==> src/rtl/incr_sched_pkg.sv <==
// Shared constants, ID-width helper and stage record for the incrementing scheduler.
package incr_sched_pkg;

    localparam int DEF_NREQ = 2;
    localparam int DEF_DW   = 8;
    localparam int DEF_INCR = 1;

    // A single requester still needs one ID bit.
    function automatic int id_width(input int n);
        return (n > 2) ? $clog2(n) : 1;
    endfunction

    typedef struct packed {
        logic                            valid;
        logic [id_width(DEF_NREQ)-1:0]   id;
        logic [DEF_DW-1:0]               data;
    } stage_t;

endpackage

==> src/rtl/incr_pipe_sched_rr_arbiter.sv <==
// Round-robin arbiter: the search starts one past the last requester that completed a handshake.
module rr_arbiter
    import incr_sched_pkg::*;
#(
    parameter  int N  = DEF_NREQ,
    localparam int IW = id_width(N)
) (
    input  logic          clk,
    input  logic          rst_n,
    input  logic [N-1:0]  req,
    input  logic          en,
    input  logic          adv,
    output logic [N-1:0]  grant,
    output logic [IW-1:0] grant_idx
);

    logic [IW-1:0] last;

    // Scan from farthest to nearest candidate so the nearest valid one overwrites the rest.
    always_comb begin
        int            cand;
        logic [IW-1:0] idx;
        cand      = 0;
        idx       = '0;
        grant     = '0;
        grant_idx = '0;
        if (en) begin
            for (int k = N - 1; k >= 0; k--) begin
                cand = int'(last) + 1 + k;
                if (cand >= N) cand = cand - N;
                idx = IW'(cand);
                if (req[idx]) begin
                    grant      = '0;
                    grant[idx] = 1'b1;
                    grant_idx  = idx;
                end
            end
        end
    end

    always_ff @(posedge clk or negedge rst_n) begin
        if (!rst_n) begin
            last <= IW'(N - 1);
        end else if (adv) begin
            last <= grant_idx;
        end
    end

endmodule

==> src/rtl/incr_pipe_sched.sv <==
// Shares a capture-register / +INCR / output-register datapath among NREQ requesters.
module incr_pipe_sched
    import incr_sched_pkg::*;
#(
    parameter  int NREQ = DEF_NREQ,
    parameter  int DW   = DEF_DW,
    parameter  int INCR = DEF_INCR,
    localparam int IDW  = id_width(NREQ)
) (
    input  logic              clk,
    input  logic              rst_n,
    input  logic              en,
    input  logic [NREQ-1:0]   req_valid,
    input  logic [NREQ*DW-1:0] req_data,
    output logic [NREQ-1:0]   req_ready,
    output logic              rsp_valid,
    input  logic              rsp_ready,
    output logic [IDW-1:0]    rsp_id,
    output logic [DW-1:0]     rsp_data,
    output logic              rsp_wrap,
    output logic              busy
);

    logic            adv1;
    logic            adv2;
    logic            hs;
    logic [NREQ-1:0] grant;
    logic [IDW-1:0]  grant_idx;
    logic            s1_valid;
    logic [IDW-1:0]  s1_id;
    logic [DW-1:0]   s1_data;
    logic [DW-1:0]   sel_data;
    logic [DW:0]     sum;

    assign adv2      = !rsp_valid || rsp_ready;
    assign adv1      = !s1_valid || adv2;
    assign req_ready = grant & {NREQ{en & adv1}};
    assign hs        = |(req_valid & req_ready);
    assign sum       = {1'b0, s1_data} + {1'b0, DW'(INCR)};
    assign busy      = s1_valid | rsp_valid;

    rr_arbiter #(
        .N(NREQ)
    ) u_arb (
        .clk       (clk),
        .rst_n     (rst_n),
        .req       (req_valid),
        .en        (en),
        .adv       (hs),
        .grant     (grant),
        .grant_idx (grant_idx)
    );

    always_comb begin
        sel_data = '0;
        for (int i = 0; i < NREQ; i++) begin
            if (grant[i]) sel_data = req_data[i*DW +: DW];
        end
    end

    // S1 empties when it advances without a new handshake, so bubbles never carry stale data forward.
    always_ff @(posedge clk or negedge rst_n) begin
        if (!rst_n) begin
            s1_valid <= 1'b0;
            s1_id    <= '0;
            s1_data  <= '0;
        end else if (adv1) begin
            s1_valid <= hs;
            if (hs) begin
                s1_id   <= grant_idx;
                s1_data <= sel_data;
            end
        end
    end

    always_ff @(posedge clk or negedge rst_n) begin
        if (!rst_n) begin
            rsp_valid <= 1'b0;
            rsp_id    <= '0;
            rsp_data  <= '0;
            rsp_wrap  <= 1'b0;
        end else if (adv2) begin
            rsp_valid <= s1_valid;
            rsp_id    <= s1_id;
            rsp_data  <= sum[DW-1:0];
            rsp_wrap  <= sum[DW];
        end
    end

endmodule

==> config.mk <==
export PLATFORM = sky130hd
export DESIGN_NAME = incr_pipe_sched
export DESIGN_NICKNAME = d
export VERILOG_FILES = /design/src/rtl/incr_sched_pkg.sv /design/src/rtl/incr_pipe_sched_rr_arbiter.sv /design/src/rtl/incr_pipe_sched.sv
export SDC_FILE = /design/constraint.sdc
export NUM_CORES = 1
export LEC_CHECK = 0
export ABC_CLOCK_PERIOD_IN_PS = 3000
export CAP_MARGIN = 20
export CORE_MARGIN = 10
export CORE_UTILIZATION = 30
export CTS_BUF_LIST = sky130_fd_sc_hd__clkbuf_16
export DETAILED_ROUTE_END_ITERATION = 8
export DONT_BUFFER_PORTS = 1
export GPL_ROUTABILITY_DRIVEN = 0
export RECOVER_POWER = 100
export REMOVE_ABC_BUFFERS = 1
export SETUP_SLACK_MARGIN = 0.15
export SLEW_MARGIN = 20
export SYNTH_ARGS = -nofsm -noshare
export SYNTH_HDL_FRONTEND = slang
export SYNTH_HIERARCHICAL = 1
export SYNTH_SLANG_ARGS = --single-unit
==> constraint.sdc <==
create_clock -name clk -period 3 [get_ports clk]
set_input_delay 0.9 -clock clk [delete_from_list [all_inputs] [get_ports clk]]
set_output_delay 0.9 -clock clk [all_outputs]
set_load 0.1 [all_outputs]
Yosys cells after proc, flatten, opt, wreduce, memory -nomap -nowiden:

Cells that the tools add are included.

* mux-type cells: 20
* shift operators: 0
* divide/modulo/power cells: 0
* reductions and logical operators: 8
* $mul: 0
* bitwise operators: 4
* $lt $le $gt $ge: 6
* $add $sub $neg: 5
* eq/ne operators: 0

Operators by type and width (number)
* 2-to-1 mux 8 bit: 2
* 2-to-1 mux 1 bit: 13
* adder 8 x 1 -> 9 bit (second input constant): 1
* 2-to-1 mux 2 bit: 3
* AND 2 bit: 2
* less-than comparator 1 x 2 -> 1 bit (second input constant): 2
* adder 2 x 1 -> 3 bit (second input constant): 1
* greater-or-equal comparator 3 x 2 -> 1 bit (second input constant): 1
* adder 1 x 1 -> 2 bit (second input constant): 1
* demux 1 bit (select 1 bit): 2
* greater-or-equal comparator 1 bit (second input constant): 2
* greater-or-equal comparator 2 bit (second input constant): 1
* logical AND 1 bit: 2
* logical NOT 1 bit: 2
* logical OR 1 bit: 2
* AND reduction 2 bit: 1
* OR reduction 2 bit: 1
* subtractor 1 bit (second input constant): 2
* AND 1 bit: 1
* OR 1 bit: 1

* flip-flop bits (word level): 22
* memories: 0
* bits in latches: 0
* logic and storage cells: 51
* bits in read-only memories: 0
* input port bits: 22
* RAM bits: 0

Longest topological paths before layout:

* word-level depth: 16
* depth in mapped cells: 8
* mapped depth without buffers: 7

Hierarchy:

The synthesis kept the hierarchy.

By module, submodules not included
* incr_pipe_sched: cells an instance 91, seq. area each 525.5 um2, area each 1007.2 um2, times used 1
* rr_arbiter: cells an instance 9, seq. area each 26.3 um2, area each 73.8 um2, times used 1

Least setup slack after synthesis:

Ideal clock, no wire load.

* path kind: input to output
* start point: in req_valid[0]
* end point: out req_ready[1]
* stages: 5
* required time: 2100 ps
* slack: -217 ps
* data arrival time: 2317 ps
* cell sequence: nand2_1 -> and3_2 -> buf_4 -> clkbuf_1 -> and3_1

* word-level cells in the longest chain between the ends: 6
* elaborated cells on any way between the ends: 8
* classes of those cells: mux: 7; bitwise: 1

RTL lines
* from (decl): RTL line incr_pipe_sched.sv:13 `input logic [NREQ-1:0] req_valid,`
* 2-to-1 mux 1 bit (implied by the code) (2 in a row): RTL line incr_pipe_sched_rr_arbiter.sv:32 `if (req[idx]) begin`
* 2-to-1 mux 2 bit: RTL line incr_pipe_sched_rr_arbiter.sv:32
* 2-to-1 mux 2 bit (*): RTL line incr_pipe_sched_rr_arbiter.sv:32
* 2-to-1 mux 2 bit (*): RTL line incr_pipe_sched_rr_arbiter.sv:27 `if (en) begin`
* via grant[1]: RTL line incr_pipe_sched.sv:27 `logic [NREQ-1:0] grant;`
* AND 2 bit (*): RTL line incr_pipe_sched.sv:37 `assign req_ready = grant & {NREQ{en & adv1}};`
* to (decl): RTL line incr_pipe_sched.sv:15 `output logic [NREQ-1:0] req_ready,`

The timed path passes the listed nets; every way through them passes the cells marked *. The select of a mux whose other input is x is not followed.

Final worst setup path:

* start point: in req_valid[0]
* end point: out req_ready[1]

* word-level cells in the longest chain between the ends: 6
* elaborated cells on any way between the ends: 8
* classes of those cells: mux: 7; bitwise: 1

RTL lines (RTL line)
* 2-to-1 mux 1 bit (implied by the code) (2 in a row): incr_pipe_sched_rr_arbiter.sv:32
* 2-to-1 mux 2 bit: incr_pipe_sched_rr_arbiter.sv:32
* 2-to-1 mux 2 bit (*): incr_pipe_sched_rr_arbiter.sv:32
* 2-to-1 mux 2 bit (*): incr_pipe_sched_rr_arbiter.sv:27
* AND 2 bit (*): incr_pipe_sched.sv:37

Mark *: on every way between the ends. The rest lies on a longest branch, timed or not. The select of a mux whose other input is x is not followed.

==> results.ini <==
[global_route]
track_usage=0.07903
grt_pass1_wl_um=3953
grt_overflow=0
grt_max_degree=23
grt_pass1_vias=801
antenna_found_initial=0

[die]
start_util=0.3165
die_w_um=80.03
core_um2=3416
placementRows=21
dieArea_um2=6405
pin_count=36
dieHeight_um=80.03

[routing]
wl_per_cell_um=16.08
drcViolationCount=0
ant_nets=0
routed-wl-met3_um=296
drtIter0Drc=27
first_pass_iters=4
top_layer_used=met4
vias_per_cell=5.203
routed-wl-met2_um=1062
m1WireLength_um=972
vias=770
wl_um=2380

[finish]
final_common_cell=dfrtp_1
final_cell_mix=dfrtp_1 (21), mux2_2 (12), a22o_1 (8), nand2_1 (8), nor2_1 (8)
multi_input_area_um2=490.5
finalNonFillerCells=148
antenna_cells=0
nets=126
fillers=359
ff_latch_area_um2=551.8
layout-drive-gt1-share=0.1961
areaGrowthSynthToFinish_pct=12.73

[pwr]
worst_ir_drop_vdd_mv=0.2720
p_leak_nw=0.5625
powerDensity_nw_per_um2=852.8
p_comb_frac=0.130
swShare=0.4334
p_int_w=0.0005889
finalPower_w=0.001039
p_switching_w=0.0004504
power_frac_clock=0.267
seqPwrFrac=0.603

[sta]
drv_slew=0
setup_violations=0
layout_min_cycle_time_ns=2.746
worst_slew_pin_slew_ns=0.9226
finalCritPeriodShare=0.9152
timing_hold_violations_final=0
relSlewSlack=0.3865
rsz0062_at_grt=false
fmax_mhz=364.2
fin_setup_tns_ns=0
skew_ns=0.006580

[synth]
synth_seq_area_share=0.5104
ys_ff_latch=22
synth-main-ff-cell=dfrtp_1
postSynthAreaPerCell_um2=10.81
syn_area_um2=1081
synth_cell_types=27
synthArstFlopShare=1.000
syn_inst=100
yosys_warnings=6
synth_edf_count=0

[clock_network]
post_cts_resized=0
ctsHoldBuffers=0
cts_setup_buffers=0
clock_latency_ns=0.25
cts_buffers=3
cts_tree=done
cts_root_buffer=clkbuf_16
clockBufferDepth=2
clock_sinks=22
cts.reportedPaths.clkPinSlew_ns=0.06
h-tree-depth=1

[worst_setup_path]
critical_path_class=input port to output port
required_ns=2.10
end_kind=output port
critPathMaxFanout=13
start_kind=input port
crit_arrival_ns=1.85

[job]
cap_violations=0

[run_status]
outcome=finished clean

[placed_design]
dp_hpwl_um=1914
dp_cells=144
numPortBuffers=0

[min_path]
hp-class=input port to asynchronous set/reset pin

-- synth_stat cells (2+ instances only) --
cell	number	area, µm²
mux2_2	12	135.1
nor2_1	8	30.03
a21oi_1	5	25.02
dfrtp_1	21	525.5
clkbuf_1	2	7.510
or3_1	3	18.77
nand2_1	8	30.03
a22o_1	8	70.07
nand3_2	2	20.02
xor2_1	2	17.52
nand3_1	3	15.01
inv_1	2	7.510
buf_2	2	10.01
and3_1	2	12.51
o21ai_0	4	20.02
nand2b_1	2	12.51
nor2b_1	2	12.51
a31oi_1	3	18.77
-- registers in the layout, summed over array words and instances (netlist names) --
signal and cells:
u_arb/last 1, s1_id 1, rsp_id 1, s1_data 8, rsp_wrap 1, rsp_data 8, rsp_valid 1, s1_valid 1
-- metrics by stage --
| step | utilization | hold WS (ns) | area [µm²] | setup WS [ns] |
|---|---|---|---|---|
| after floorplan | - | 0.4490 | 1056 | 0.05234 |
| after global placement | 0.3363 | 0.4668 | 1149 | 0.4218 |
| final | 0.3568 | 0.3355 | 1219 | 0.2543 |
| after detailed placement | 0.3363 | 0.4911 | 1149 | 0.3819 |
| after global routing | 0.3568 | 0.3283 | 1219 | 0.1703 |
| after CTS | 0.3593 | 0.3316 | 1227 | 0.3785 |
-- critical path, cell delays in order --
cell,delay [ns]
nand2_1,0.07
and3_1,0.41
and3_1,0.28
buf_12,0.18
-- worst paths after layout --
check                                   from  slack (ns)           end  cells after the start
worst max-delay path            req_valid[0]        0.25  req_ready[1]                      4
min in group clk                    s1_valid        0.49     rsp_valid                      1
worst min-delay path                   rst_n        0.34   rsp_data[7]                      0
worst max register to register    u_arb/last        0.96    s1_data[2]                      5
worst min register to register      s1_valid        0.49     rsp_valid                      1
max in group asynchronous              rst_n        2.49    u_arb/last                      0
-- cells by family after synthesis --
logic type | share of synthesized area
simple gates | 0.1655
xor+xnor | 0.02431
fa+ha+maj | 0.01157
mux | 0.1250
flops | 0.5104
buf+inv | 0.03010
compound gates | 0.1331
-- power by group through the flow --
stage,Combinational (W),Sequential (W),Clock [W]
6_report,0.000135,0.000627,0.000278
5_1_grt,0.000149,0.000640,0.000295
4_1_cts,0.000139,0.000630,0.000285
3_5_place_dp,0.000137,0.000636,0
3_3_place_gp,0.000134,0.000634,0
2_1_floorplan,0.000107,0.000625,0
-- area by class of cell --
| cell class | count | area share |
|---|---|---|
| Sequential cell | 22 | 0.4528 |
| Clock buffer | 3 | 0.06160 |
| Multi-Input combinational cell | 71 | 0.4025 |
| Tap cell | 46 | 0.04723 |
| Clock inverter | 1 | 0.003080 |
| Timing Repair Buffer | 3 | 0.02669 |
| Inverter | 2 | 0.006160 |
-- layer usage --
metal,up-vias,global-route usage
met3,5,0.04279
met1,375,0.09079
met4,0,0.04225
met2,29,0.1148
li1,361,-
met5,-,0
(Power assumes the default switching activity.)
